$ cat config.mk
export PLATFORM = sky130hd
export DESIGN_NAME = stk_alloc_sched
export DESIGN_NICKNAME = d
export VERILOG_FILES = /design/src/rtl/stk_pkg.sv /design/src/rtl/stk_alloc_sched_cnt.sv /design/src/rtl/stk_rr_arb.sv /design/src/rtl/stk_alloc_sched.sv
export SDC_FILE = /design/constraint.sdc
export NUM_CORES = 1
export LEC_CHECK = 0
export CORE_UTILIZATION = 35
export DETAILED_ROUTE_END_ITERATION = 6
export GPL_ROUTABILITY_DRIVEN = 0
export PLACE_DENSITY_LB_ADDON = 0.08
export SLEW_MARGIN = 0
export SYNTH_ARGS = -nofsm -noshare
export SYNTH_HDL_FRONTEND = slang
export SYNTH_SLANG_ARGS = --single-unit
$ cat constraint.sdc
create_clock -name clk -period 10.53 [get_ports clk]
set_clock_uncertainty 0.2 [all_clocks]
set_input_delay 2.6325 -clock clk [delete_from_list [all_inputs] [get_ports clk]]
set_output_delay 2.6325 -clock clk [all_outputs]
set_load 0.01 [all_outputs]
$ cat src/rtl/stk_pkg.sv
// Shared types and constants for the descriptor stack block.
package stk_pkg;

  localparam int PTR_W = 8;
  typedef logic [PTR_W-1:0] ptr_t;

  localparam int STK_SCHED_REQ_N = 4;
  localparam int STK_SCHED_QUOTA = 16;

  typedef enum logic [1:0] {
    SCHED_INIT = 2'd0,
    SCHED_RUN  = 2'd1,
    SCHED_HALT = 2'd2
  } stk_sched_state_t;

endpackage

$ cat src/rtl/stk_alloc_sched_cnt.sv
// Per-requester outstanding-descriptor counter, saturating at 0 and QUOTA.
module stk_alloc_sched_cnt #(
  parameter int QUOTA = 16,
  parameter int CNT_W = $clog2(QUOTA+1)
) (
  input  logic             clk,
  input  logic             arst_n,
  input  logic             inc_i,
  input  logic             dec_i,
  output logic [CNT_W-1:0] cnt_o,
  output logic             at_quota_o,
  output logic             underflow_o
);

  logic [CNT_W-1:0] cnt_q, cnt_d;

  // Simultaneous inc and dec cancel; each direction saturates.
  always_comb begin
    cnt_d = cnt_q;
    if (inc_i && !dec_i && (cnt_q != CNT_W'(QUOTA))) begin
      cnt_d = cnt_q + 1'b1;
    end else if (dec_i && !inc_i && (cnt_q != '0)) begin
      cnt_d = cnt_q - 1'b1;
    end
  end

  // Count register.
  always_ff @(posedge clk or negedge arst_n) begin
    if (!arst_n) cnt_q <= '0;
    else         cnt_q <= cnt_d;
  end

  assign cnt_o       = cnt_q;
  assign at_quota_o  = (cnt_q == CNT_W'(QUOTA));
  // A return against an empty count is a protocol error, even if a grant
  // to the same requester lands in the same cycle.
  assign underflow_o = dec_i && (cnt_q == '0);

endmodule

$ cat src/rtl/stk_rr_arb.sv
// Round-robin arbiter: priority starts at ptr_q and moves past the winner
// only when the caller reports that the pick was actually used (adv_i).
module stk_rr_arb #(
  parameter int N     = 4,
  parameter int IDX_W = $clog2(N)
) (
  input  logic             clk,
  input  logic             arst_n,
  input  logic [N-1:0]     req_i,
  input  logic             adv_i,
  output logic [N-1:0]     gnt_o,
  output logic [IDX_W-1:0] idx_o,
  output logic             any_o
);

  logic [IDX_W-1:0] ptr_q, ptr_d;
  logic [IDX_W-1:0] cand;
  logic [IDX_W-1:0] win;
  logic [N-1:0]     pick;
  logic             found;

  // Scan requesters starting at the priority pointer, first hit wins.
  always_comb begin
    pick  = '0;
    win   = '0;
    found = 1'b0;
    cand  = ptr_q;
    for (int k = 0; k < N; k++) begin
      if (!found && req_i[cand]) begin
        found      = 1'b1;
        win        = cand;
        pick[cand] = 1'b1;
      end
      cand = (cand == IDX_W'(N-1)) ? '0 : cand + 1'b1;
    end
  end

  assign gnt_o = pick;
  assign idx_o = win;
  assign any_o = found;

  // Next priority position: one past the winner, only on a used grant.
  always_comb begin
    ptr_d = ptr_q;
    if (adv_i && found) begin
      ptr_d = (win == IDX_W'(N-1)) ? '0 : win + 1'b1;
    end
  end

  // Priority pointer register.
  always_ff @(posedge clk or negedge arst_n) begin
    if (!arst_n) ptr_q <= '0;
    else         ptr_q <= ptr_d;
  end

endmodule

$ cat src/rtl/stk_alloc_sched.sv
// Round-robin, quota-limited scheduler in front of the descriptor allocator.
// Handshake: a requester holds i_req_vld[i] high; the request is consumed in
// the cycle o_req_gnt[i] is 1. There is no response backpressure: the owner
// named by o_rsp_id must take o_rsp_ptr in the cycle o_rsp_vld is 1, which
// is exactly two cycles after its grant.
module stk_alloc_sched
  import stk_pkg::*;
#(
  parameter int REQ_N    = STK_SCHED_REQ_N,
  parameter int QUOTA    = STK_SCHED_QUOTA,
  parameter int REQ_ID_W = $clog2(REQ_N),
  parameter int CNT_W    = $clog2(QUOTA+1)
) (
  input  logic                   clk,
  input  logic                   arst_n,
  input  logic [REQ_N-1:0]       i_req_vld,
  output logic [REQ_N-1:0]       o_req_gnt,
  output logic                   o_rsp_vld,
  output logic [REQ_ID_W-1:0]    o_rsp_id,
  output logic [PTR_W-1:0]       o_rsp_ptr,
  input  logic                   i_free_vld,
  input  logic [REQ_ID_W-1:0]    i_free_id,
  input  logic [PTR_W-1:0]       i_free_ptr,
  input  logic                   i_halt,
  output logic                   o_ad_alloc,
  input  logic                   i_ad_empty_r,
  input  logic                   i_ad_busy_r,
  input  logic [PTR_W-1:0]       i_lk_ptr_w,
  output logic                   o_dealloc_vld,
  output logic [PTR_W-1:0]       o_dealloc_ptr,
  output logic [1:0]             o_state_r,
  output logic [REQ_N*CNT_W-1:0] o_cnt_r,
  output logic                   o_err_r
);

  localparam logic [REQ_ID_W:0] REQ_N_W = (REQ_ID_W+1)'(REQ_N);

  stk_sched_state_t state_q, state_d;
  logic             init_seen_q;

  logic [REQ_N-1:0]    at_quota;
  logic [REQ_N-1:0]    underflow;
  logic [REQ_N-1:0]    elig;
  logic [REQ_N-1:0]    pick;
  logic [REQ_N-1:0]    gnt_vec;
  logic [REQ_ID_W-1:0] pick_idx;
  logic                pick_any;
  logic                gnt_en;
  logic [CNT_W-1:0]    cnt_w [REQ_N];

  logic                lk_vld_q;
  logic [REQ_ID_W-1:0] lk_id_q;
  logic                rsp_vld_q;
  logic [REQ_ID_W-1:0] rsp_id_q;
  ptr_t                rsp_ptr_q;
  logic                err_q, err_d;
  logic                free_id_bad;

  // Start-up, run and halt sequencing; an unused encoding falls back to INIT.
  always_comb begin
    state_d = state_q;
    case (state_q)
      SCHED_INIT: if (init_seen_q && !i_ad_busy_r) state_d = SCHED_RUN;
      SCHED_RUN:  if (i_halt)                      state_d = SCHED_HALT;
      SCHED_HALT: if (!i_halt)                     state_d = SCHED_RUN;
      default:                                     state_d = SCHED_INIT;
    endcase
  end

  // State register; init_seen_q keeps INIT for a full cycle after reset.
  always_ff @(posedge clk or negedge arst_n) begin
    if (!arst_n) begin
      state_q     <= SCHED_INIT;
      init_seen_q <= 1'b0;
    end else begin
      state_q     <= state_d;
      init_seen_q <= 1'b1;
    end
  end

  // Eligibility uses the registered count, so a same-cycle free does not
  // reopen a requester sitting at its quota.
  assign elig = i_req_vld & ~at_quota;

  stk_rr_arb #(
    .N     (REQ_N),
    .IDX_W (REQ_ID_W)
  ) u_arb (
    .clk    (clk),
    .arst_n (arst_n),
    .req_i  (elig),
    .adv_i  (gnt_en),
    .gnt_o  (pick),
    .idx_o  (pick_idx),
    .any_o  (pick_any)
  );

  // A free in the same cycle refills an empty allocator via its bypass.
  assign gnt_en     = (state_q == SCHED_RUN) && pick_any && (!i_ad_empty_r || i_free_vld);
  assign gnt_vec    = gnt_en ? pick : '0;
  assign o_req_gnt  = gnt_vec;
  assign o_ad_alloc = gnt_en;

  for (genvar i = 0; i < REQ_N; i++) begin : g_cnt
    stk_alloc_sched_cnt #(
      .QUOTA (QUOTA),
      .CNT_W (CNT_W)
    ) u_cnt (
      .clk         (clk),
      .arst_n      (arst_n),
      .inc_i       (gnt_vec[i]),
      .dec_i       (i_free_vld && (i_free_id == REQ_ID_W'(i))),
      .cnt_o       (cnt_w[i]),
      .at_quota_o  (at_quota[i]),
      .underflow_o (underflow[i])
    );
    assign o_cnt_r[i*CNT_W +: CNT_W] = cnt_w[i];
  end

  // Returns go straight through to the allocator, even when erroneous.
  assign o_dealloc_vld = i_free_vld;
  assign o_dealloc_ptr = i_free_ptr;

  assign free_id_bad = ({1'b0, i_free_id} >= REQ_N_W);

  // Sticky protocol error: return against an empty count or an unknown id.
  always_comb begin
    err_d = err_q;
    if (i_free_vld && (free_id_bad || (|underflow))) err_d = 1'b1;
  end

  // Response pipeline: grant at T, lookup pointer captured at T+1,
  // response presented at T+2.
  always_ff @(posedge clk or negedge arst_n) begin
    if (!arst_n) begin
      lk_vld_q  <= 1'b0;
      lk_id_q   <= '0;
      rsp_vld_q <= 1'b0;
      rsp_id_q  <= '0;
      rsp_ptr_q <= '0;
      err_q     <= 1'b0;
    end else begin
      lk_vld_q  <= gnt_en;
      if (gnt_en) lk_id_q <= pick_idx;
      rsp_vld_q <= lk_vld_q;
      if (lk_vld_q) begin
        rsp_id_q  <= lk_id_q;
        rsp_ptr_q <= i_lk_ptr_w;
      end
      err_q     <= err_d;
    end
  end

  assign o_rsp_vld = rsp_vld_q;
  assign o_rsp_id  = rsp_id_q;
  assign o_rsp_ptr = rsp_ptr_q;
  assign o_state_r = state_q;
  assign o_err_r   = err_q;

endmodule
==> impl_metrics.toml, run 1 <==
[clocking]
post_cts_buffers = 0
cts_tree = "done"
hold_buffers = 0
numClockSinks = 40
cts_made_buffers = 5
cts_buffer_depth = 2
clk_pin_slew_worst_paths_ns = 0.08
clk_latency_ns = 0.30
htreeDepth = 2
cts_resized = 0
root_buffer = "clkbuf_8"

[synth]
synth_cell_types = 59
netlist_area_sq_mm = 0.00317
synthArstFlopShare_pct = 100
yosys_warnings = 0
seq_area_frac_synth_pct = 31.6
synth_top_area_share_pct = 31.6
ys.flop_type = "dfrtp_1"
synth-edff-count = 0
synth_top_area_cell = "dfrtp_1"
syn_nets = 367
synth_area_leaders = "dfrtp_1 32%, ha_1 7.5%, nor2_1 4.5%, mux4_2 4.3%, mux2_2 3.9%"
avgSynthCellArea_sq_um = 10.0
ys_ff_latch = 40
netlist_instances = 316

[finish]
layout_commonest_cell = "clkdlybuf4s50_1"
nets = 414
final_cell_mix = "58 x clkdlybuf4s50_1, 40 x dfrtp_1, 38 x nor2_1, 23 x a21oi_1, 19 x ha_1"
fin_util_pct = 44.3
drive_above_1_share_pct = 13.7
area_growth_pct = 22.5
num_antenna_cells = 0

[placement]
place_hpwl_um = 5610
post-place-ws_ns = 2.23
port_buffers = 59

[sta]
rsz0062_at_grt = "no"
period_share_pct = 79.2
finalSetupTns_ns = 0
hold_viol = 0
slew_violations = 0
worstMarginPinSlew_ns = 0.943
fmax_ghz = 0.120
relSlewSlack_pct = 37.1
finalCriticalPeriod_ns = 8.34
setup_ws_ns = 2.19
setup_viol_count_final = 0
fin_hold_ws_ns = 0.298

[detailed_routing]
drtIter0Drc = 82
wl_per_cell_um = 15.7
vias = 2533
drtPass1Iterations = 4
wl_um = 7390
postRouteAntennaNets = 0
route.detailed.drc = 0
via_per_inst = 5.37

[floorplan]
core_region_area_sq_mm = 0.00876
dieArea_sq_mm = 0.00945
die_y_um = 97.2
io-pin-count = 76
fp-row-count = 34
chipWidth_um = 97.2
start_util_pct = 36.2

[flow_run]
cap_violations = 0

[global_routing]
grt_pass1_vias = 2485
grt_max_degree = 41
grt_util_all_layers_pct = 16.3
gr-total-overflow = 0
grt_pass1_wl_um = 12600
grt_antenna_before_repair = 0

[critical_path]
crit_required_ns = 7.70
slowest_stage = "clkdlybuf4s50_1"
slowest_delay_ns = 0.58
path_cells = "clkdlybuf4s50_1 > a21boi_1 > mux4_2 > nor2_1 > a221oi_2 > buf_4 > a21boi_4 > clkdlybuf4s50_1"
cp-end-kind = "output port"
path_class = "primary input to output port"
critPathMaxFanout = 12
cp_common_cell = "clkdlybuf4s50_1"
cp.arrival_ns = 5.50
cp-start-kind = "primary input"

[pwr]
power.density_mw_per_mm2 = 338
p_leak_nw = 1.59
max-vdd-ir-drop_v = 0.000134
p_total_mw = 1.32

[min_path]
min_path_type = "flop to flop"

[status]
run_status = "completed"
[cells in the mapped netlist (4+ instances only)]
cell type	number
mux2i_1	10
inv_1	13
nand3_1	5
o21ai_1	6
o211ai_1	4
o21ai_0	9
a21o_1	8
a211oi_1	7
dfrtp_1	40
clkbuf_1	4
nor2_1	38
xor2_1	6
buf_4	14
ha_1	19
mux4_2	6
mux2_2	11
fa_1	4
xnor2_1	8
a21oi_1	23
nand2_1	12
or4_1	4
or3_1	5
[registers in the layout, indices dropped and copies added (netlist names)]
signal             cells
o_state_r              2
o_rsp_ptr              8
lk_vld_q               1
o_rsp_vld              1
o_err_r                1
lk_id_q                2
g_cnt.u_cnt.cnt_o     20
u_arb.ptr_q            2
o_rsp_id               2
init_seen_q            1
[area by class of cell]
class                   count  area [sq um]
well taps                 108           135
clock buffers               5          68.8
inverters                  16          60.1
multi-input cells         240          1980
fillers                   856          4880
flip-flops and latches     40          1000
repair buffers             60           593
clock inverters             3          46.3
[critical path, delay by kind of cell]
family | cells | cell delay, ns
compound gates | 3 | 0.95
buf+inv | 3 | 1.35
mux | 1 | 0.47
simple gates | 1 | 0.09
[kinds of logic (layout without fill, tap and decap cells)]
| family | Yosys count | after routing | share of synthesized area, % |
|---|---|---|---|
| muxes | 28 | 28 | 12.2 |
| buffers and inverters | 36 | 84 | 6.15 |
| DFF | 40 | 40 | 31.6 |
| xor gates and xnor gates | 17 | 17 | 6.47 |
| AOI/OAI and AO/OA | 87 | 87 | 19.3 |
| and+or+nand+nor | 84 | 84 | 14.2 |
| other | 1 | 1 | 0.118 |
| adders and majority gates | 23 | 23 | 10.0 |
[power by group]
group	switching (mW)	leakage (nW)	internal (mW)
clock network	0.0605	0.0548	0.0715
registers	0.109	0.469	0.230
logic	0.411	1.07	0.434
[per-layer routing]
layer | GRT usage [%] | routed length [um]
met5 | 0 | 0
met4 | 5.28 | 144
met3 | 3.53 | 450
met2 | 25.1 | 3350
met1 | 22.8 | 3450
[final timing paths]
path,start,endpoint,slack (ns),cells after the start
worst min register to register,lk_id_q[0],lk_id_q[0],0.30,1
worst min-delay path,lk_id_q[0],lk_id_q[0],0.30,1
worst max register to register,u_arb.ptr_q[0],g_cnt[3].u_cnt.cnt_o[4],5.45,16
worst max-delay path,i_req_vld[2],o_req_gnt[0],2.19,8
min in group asynchronous,arst_n,g_cnt[2].u_cnt.cnt_o[2],2.27,1
max in group asynchronous,arst_n,o_state_r[1],7.27,1
[metrics by stage]
step                area (sq um)  std cells
finish                      3890        472
floorplan                   3170        316
CTS                         3890        472
global placement            3770        464
global route                3890        472
detailed placement          3770        464
Power figures use the tool's default switching activity.
==> inputs of run 2 (changes only) <==
clock period = 7.33 ns   (was 10.53 ns; I/O delays follow)
==> run 2 against run 1 <==
Via count is the same. Setup slack got worse by 1.6 ns. Critical path depth stayed put. Clock-buffer cell count unchanged. Register-to-register slack got worse by 3.2 ns. Sequential share of layout area unchanged. Routed wire length rose by 0.12%. Flip-flop and latch count did not move. Non-clock buffer count stayed put. Combinational power grew 43%. Sequential power is 45% higher. Die area did not move.
==> impl_metrics.toml, run 2 (same netlist as run 1, synthesis figures left out) <==
[clocking]
htreeDepth = 2
cts_resized = 0
clk_pin_slew_worst_paths_ns = 0.08
root_buffer = "clkbuf_8"
post_cts_buffers = 0
numClockSinks = 40
clk_latency_ns = 0.30
cts_made_buffers = 5
cts_buffer_depth = 2
hold_buffers = 0
cts_tree = "done"

[detailed_routing]
drtIter0Drc = 122
wl_per_cell_um = 15.7
vias = 2533
via_per_inst = 5.37
postRouteAntennaNets = 0
wl_um = 7400
drtPass1Iterations = 4
route.detailed.drc = 0

[finish]
layout_commonest_cell = "clkdlybuf4s50_1"
num_antenna_cells = 0
finalInstanceArea_sq_mm = 0.00389
area_growth_pct = 22.5
largest_reg_flops = 20
final_cell_mix = "58 x clkdlybuf4s50_1, 40 x dfrtp_1, 38 x nor2_1, 23 x a21oi_1, 19 x ha_1"
nFillCells = 853
fin_util_pct = 44.3
nets = 414
drive_above_1_share_pct = 13.7

[flow_run]
cap_violations = 0

[global_routing]
grt_max_degree = 41
met1_usage_pct = 22.7
gr-total-overflow = 0
grt_pass1_wl_um = 12700
grt_pass1_vias = 2545
grt_util_all_layers_pct = 16.5
busiest_layer = "met2"
grt_antenna_before_repair = 0
grt_use_met3_pct = 2.95
met2_usage_pct = 26.0

[min_path]
min_path_type = "flop to flop"
hold_start = "lk_id_q[0]"
holdPathStages = 1
hold_end = "lk_id_q[0]"

[floorplan]
fp-row-count = 34
dieArea_sq_mm = 0.00945
die_y_um = 97.2
start_util_pct = 36.2
io-pin-count = 76
core_region_area_sq_mm = 0.00876
chipWidth_um = 97.2

[pwr]
p_leak_nw = 1.59
power.density_mw_per_mm2 = 487
max-vdd-ir-drop_v = 0.000176

[critical_path]
timing.critical_path.buf_inv = 3
slowest_stage = "clkdlybuf4s50_1"
path_class = "primary input to output port"
r2r_slack_ns = 2.23
cp.arrival_ns = 4.69
cp-end-kind = "output port"
cp_common_cell = "clkdlybuf4s50_1"
critPathMaxFanout = 12
r2r_start = "u_arb.ptr_q[0]"
reg2reg_to = "g_cnt[3].u_cnt.cnt_o[4]"
slowest_delay_ns = 0.58
crit_required_ns = 5.30
cp_top_family = "buffers and inverters"
path_cells = "clkdlybuf4s50_1 > a21boi_1 > mux4_2 > nor2_1 > a221oi_2 > buf_4 > a21boi_4 > clkdlybuf4s50_1"
cp-start-kind = "primary input"
rr_worst_depth = 16

[sta]
setup_viol_count_final = 0
period_share_pct = 91.7
fin_hold_ws_ns = 0.298
finalCriticalPeriod_ns = 6.72
rsz0062_at_grt = "no"
fmax_ghz = 0.149
slew_violations = 0
worstMarginPinSlew_ns = 0.931
finalSetupTns_ns = 0
relSlewSlack_pct = 37.9
hold_viol = 0

[placement]
place_hpwl_um = 5660
port_buffers = 59
placed_area_sq_mm = 0.00377

[status]
run_status = "completed"
-- run 2: cell counts in the layout (fill, tap and decap cells not counted) --
Identical to the previous run, type by type.
-- run 2: power breakdown --
group / total, mW / internal [mW] / switching [mW]
Sequential: 0.490 / 0.331 / 0.159
Combinational: 1.21 / 0.623 / 0.591
Clock: 0.188 / 0.103 / 0.0857
-- run 2: worst register-to-register path: cells and delay by family (launching register included) --
family                     cells  cell delay, ns
DFF                            1            0.59
adders and majority gates      2            0.89
AOI/OAI and AO/OA              6            1.44
and+or+nand+nor                4            1.13
buffers and inverters          3            0.26
muxes                          1            0.46
-- run 2: metrics by stage --
stage	power [mW]	setup slack [ns]	instances
floorplan	1.32	1.83	316
global placement	1.69	0.725	464
detailed placement	1.71	0.634	464
CTS	1.91	0.631	472
global route	2.06	0.453	472
finish	1.89	0.606	472
-- run 2: how the worst max path moves through the flow --
stage	slack (ns)	from	cells past startpoint	to
after floorplan	1.83	i_req_vld[3]	8	o_req_gnt[3]
after global placement	0.73	i_req_vld[0]	8	o_req_gnt[0]
after detailed placement	0.63	i_req_vld[0]	8	o_req_gnt[0]
after CTS	0.63	i_req_vld[0]	8	o_req_gnt[0]
after global routing	0.45	i_req_vld[0]	8	o_req_gnt[0]
final	0.61	i_req_vld[2]	8	o_req_gnt[0]
-- run 2: area by class of cell --
cell class	instances	area [sq um]	area share, %
Tap cell	108	135	3.48
Inverter	16	60.1	1.55
Clock inverter	3	46.3	1.19
Clock buffer	5	68.8	1.77
Multi-Input combinational cell	240	1980	51.0
Sequential cell	40	1000	25.8
Timing Repair Buffer	60	593	15.3
-- run 2: per-layer routing --
metal | up-vias | routed length (um)
li1 | 1239 | -
met1 | 1188 | 3500
met2 | 91 | 3330
met3 | 15 | 414
met4 | 0 | 161
met5 | - | 0
==> inputs of run 3 (changes only) <==
MAX_ROUTING_LAYER = met4   (was unset)
==> run 3 against run 2 <==
Routed wire length decreased by 0.23%. Final area unchanged. Via count decreased by 0.87%.
==> impl_metrics.toml, run 3 (same netlist as run 1, synthesis figures left out) <==
[critical_path]
cp_common_cell = "clkdlybuf4s50_1"
reg2reg_to = "g_cnt[3].u_cnt.cnt_o[4]"
crit_required_ns = 5.30
slowest_delay_ns = 0.58
path_class = "primary input to output port"
rr_worst_depth = 16
r2r_start = "u_arb.ptr_q[0]"
cp-end-kind = "output port"
path_cells = "clkdlybuf4s50_1 > a21boi_1 > mux4_2 > nor2_1 > a221oi_2 > buf_4 > a21boi_4 > clkdlybuf4s50_1"
slowest_stage = "clkdlybuf4s50_1"
cp-start-kind = "primary input"
cp.arrival_ns = 4.70
critPathMaxFanout = 12
r2r_slack_ns = 2.25

[min_path]
holdPathStages = 1
hold_start = "lk_id_q[0]"
hold_end = "lk_id_q[0]"
min_path_type = "flop to flop"

[pwr]
p_leak_nw = 1.59
max-vdd-ir-drop_v = 0.000176
power.density_mw_per_mm2 = 486

[finish]
largest_reg_flops = 20
num_antenna_cells = 0
drive_above_1_share_pct = 13.7
fin_util_pct = 44.3
final_cells = 472
nets = 414
layout_commonest_cell = "clkdlybuf4s50_1"
final_cell_mix = "58 x clkdlybuf4s50_1, 40 x dfrtp_1, 38 x nor2_1, 23 x a21oi_1, 19 x ha_1"
area_growth_pct = 22.5

[sta]
fmax_ghz = 0.149
rsz0062_at_grt = "no"
finalSetupTns_ns = 0
hold_viol = 0
setup_ws_ns = 0.600
period_share_pct = 91.8
finalCriticalPeriod_ns = 6.73
slew_violations = 0
setup_viol_count_final = 0
worstMarginPinSlew_ns = 0.929
relSlewSlack_pct = 38.1

[detailed_routing]
vias = 2511
wl_per_cell_um = 15.6
wl_um = 7380
route.detailed.drc = 0
drtIter0Drc = 87
postRouteAntennaNets = 0
via_per_inst = 5.32
drtPass1Iterations = 4

[flow_run]
cap_violations = 0

[clocking]
root_buffer = "clkbuf_8"
clk_latency_ns = 0.30
cts_tree = "done"
numClockSinks = 40
cts_resized = 0
clk_pin_slew_worst_paths_ns = 0.08
post_cts_buffers = 0
cts_made_buffers = 5
htreeDepth = 2
hold_buffers = 0
cts_buffer_depth = 2

[placement]
post-place-ws_ns = 0.634
dp_cells = 464
port_buffers = 59
place_hpwl_um = 5660

[floorplan]
chipWidth_um = 97.2
io-pin-count = 76
start_util_pct = 36.2
core_region_area_sq_mm = 0.00876
fp-row-count = 34
dieArea_sq_mm = 0.00945
die_y_um = 97.2

[status]
run_status = "completed"

[global_routing]
met2_usage_pct = 26.1
grt_util_all_layers_pct = 16.9
grt_pass1_wl_um = 12700
busiest_layer = "met2"
grt_antenna_before_repair = 0
grt_use_met3_pct = 2.88
gr-total-overflow = 0
met1_usage_pct = 22.7
grt_max_degree = 41
grt_pass1_vias = 2540
==> run 3: cell counts in the layout (fill, tap and decap cells not counted) <==
Identical to the previous run, type by type.
==> run 3: final cells by class <==
| class | count | area [sq um] |
|---|---|---|
| inverter | 16 | 60.1 |
| tap | 108 | 135 |
| clock buffer | 5 | 68.8 |
| fill | 853 | 4880 |
| multi-input combinational | 240 | 1980 |
| clock inverter | 3 | 46.3 |
| timing repair buffer | 60 | 593 |
| sequential | 40 | 1000 |
==> run 3: metal layers <==
layer  up-vias  share of wire [%]
met3        15                4.7
met5         -                  0
li1       1237                  -
met2        72                 46
met4         0                2.2
met1      1187                 48
==> run 3: worst max-delay path: cells and delay by family <==
kind / cells / cell delay (ns)
and+or+nand+nor: 1 / 0.09
buffers and inverters: 3 / 1.35
AOI/OAI and AO/OA: 3 / 0.95
muxes: 1 / 0.47
==> run 3: how the worst max path moves through the flow <==
stage	start	depth (start not counted)	slack, ns	endpoint
after global placement	i_req_vld[0]	8	0.73	o_req_gnt[0]
final	i_req_vld[2]	8	0.60	o_req_gnt[0]
after floorplan	i_req_vld[3]	8	1.83	o_req_gnt[3]
after CTS	i_req_vld[0]	8	0.63	o_req_gnt[0]
after detailed placement	i_req_vld[0]	8	0.63	o_req_gnt[0]
after global routing	i_req_vld[0]	8	0.45	o_req_gnt[0]
==> run 3: stage by stage <==
step	cell area (sq um)	total power [mW]	hold slack (ns)
final	3890	1.89	0.298
after global routing	3890	2.06	0.329
after CTS	3890	1.91	0.307
after detailed placement	3770	1.71	0.285
after global placement	3770	1.69	0.283
after floorplan	3170	1.32	0.152
==> run 3: report_power, final <==
part,internal [mW],leakage [nW],switching (mW)
sequential,0.331,0.469,0.158
clock,0.103,0.0548,0.0855
combinational,0.623,1.07,0.590
total,1.06,1.59,0.833
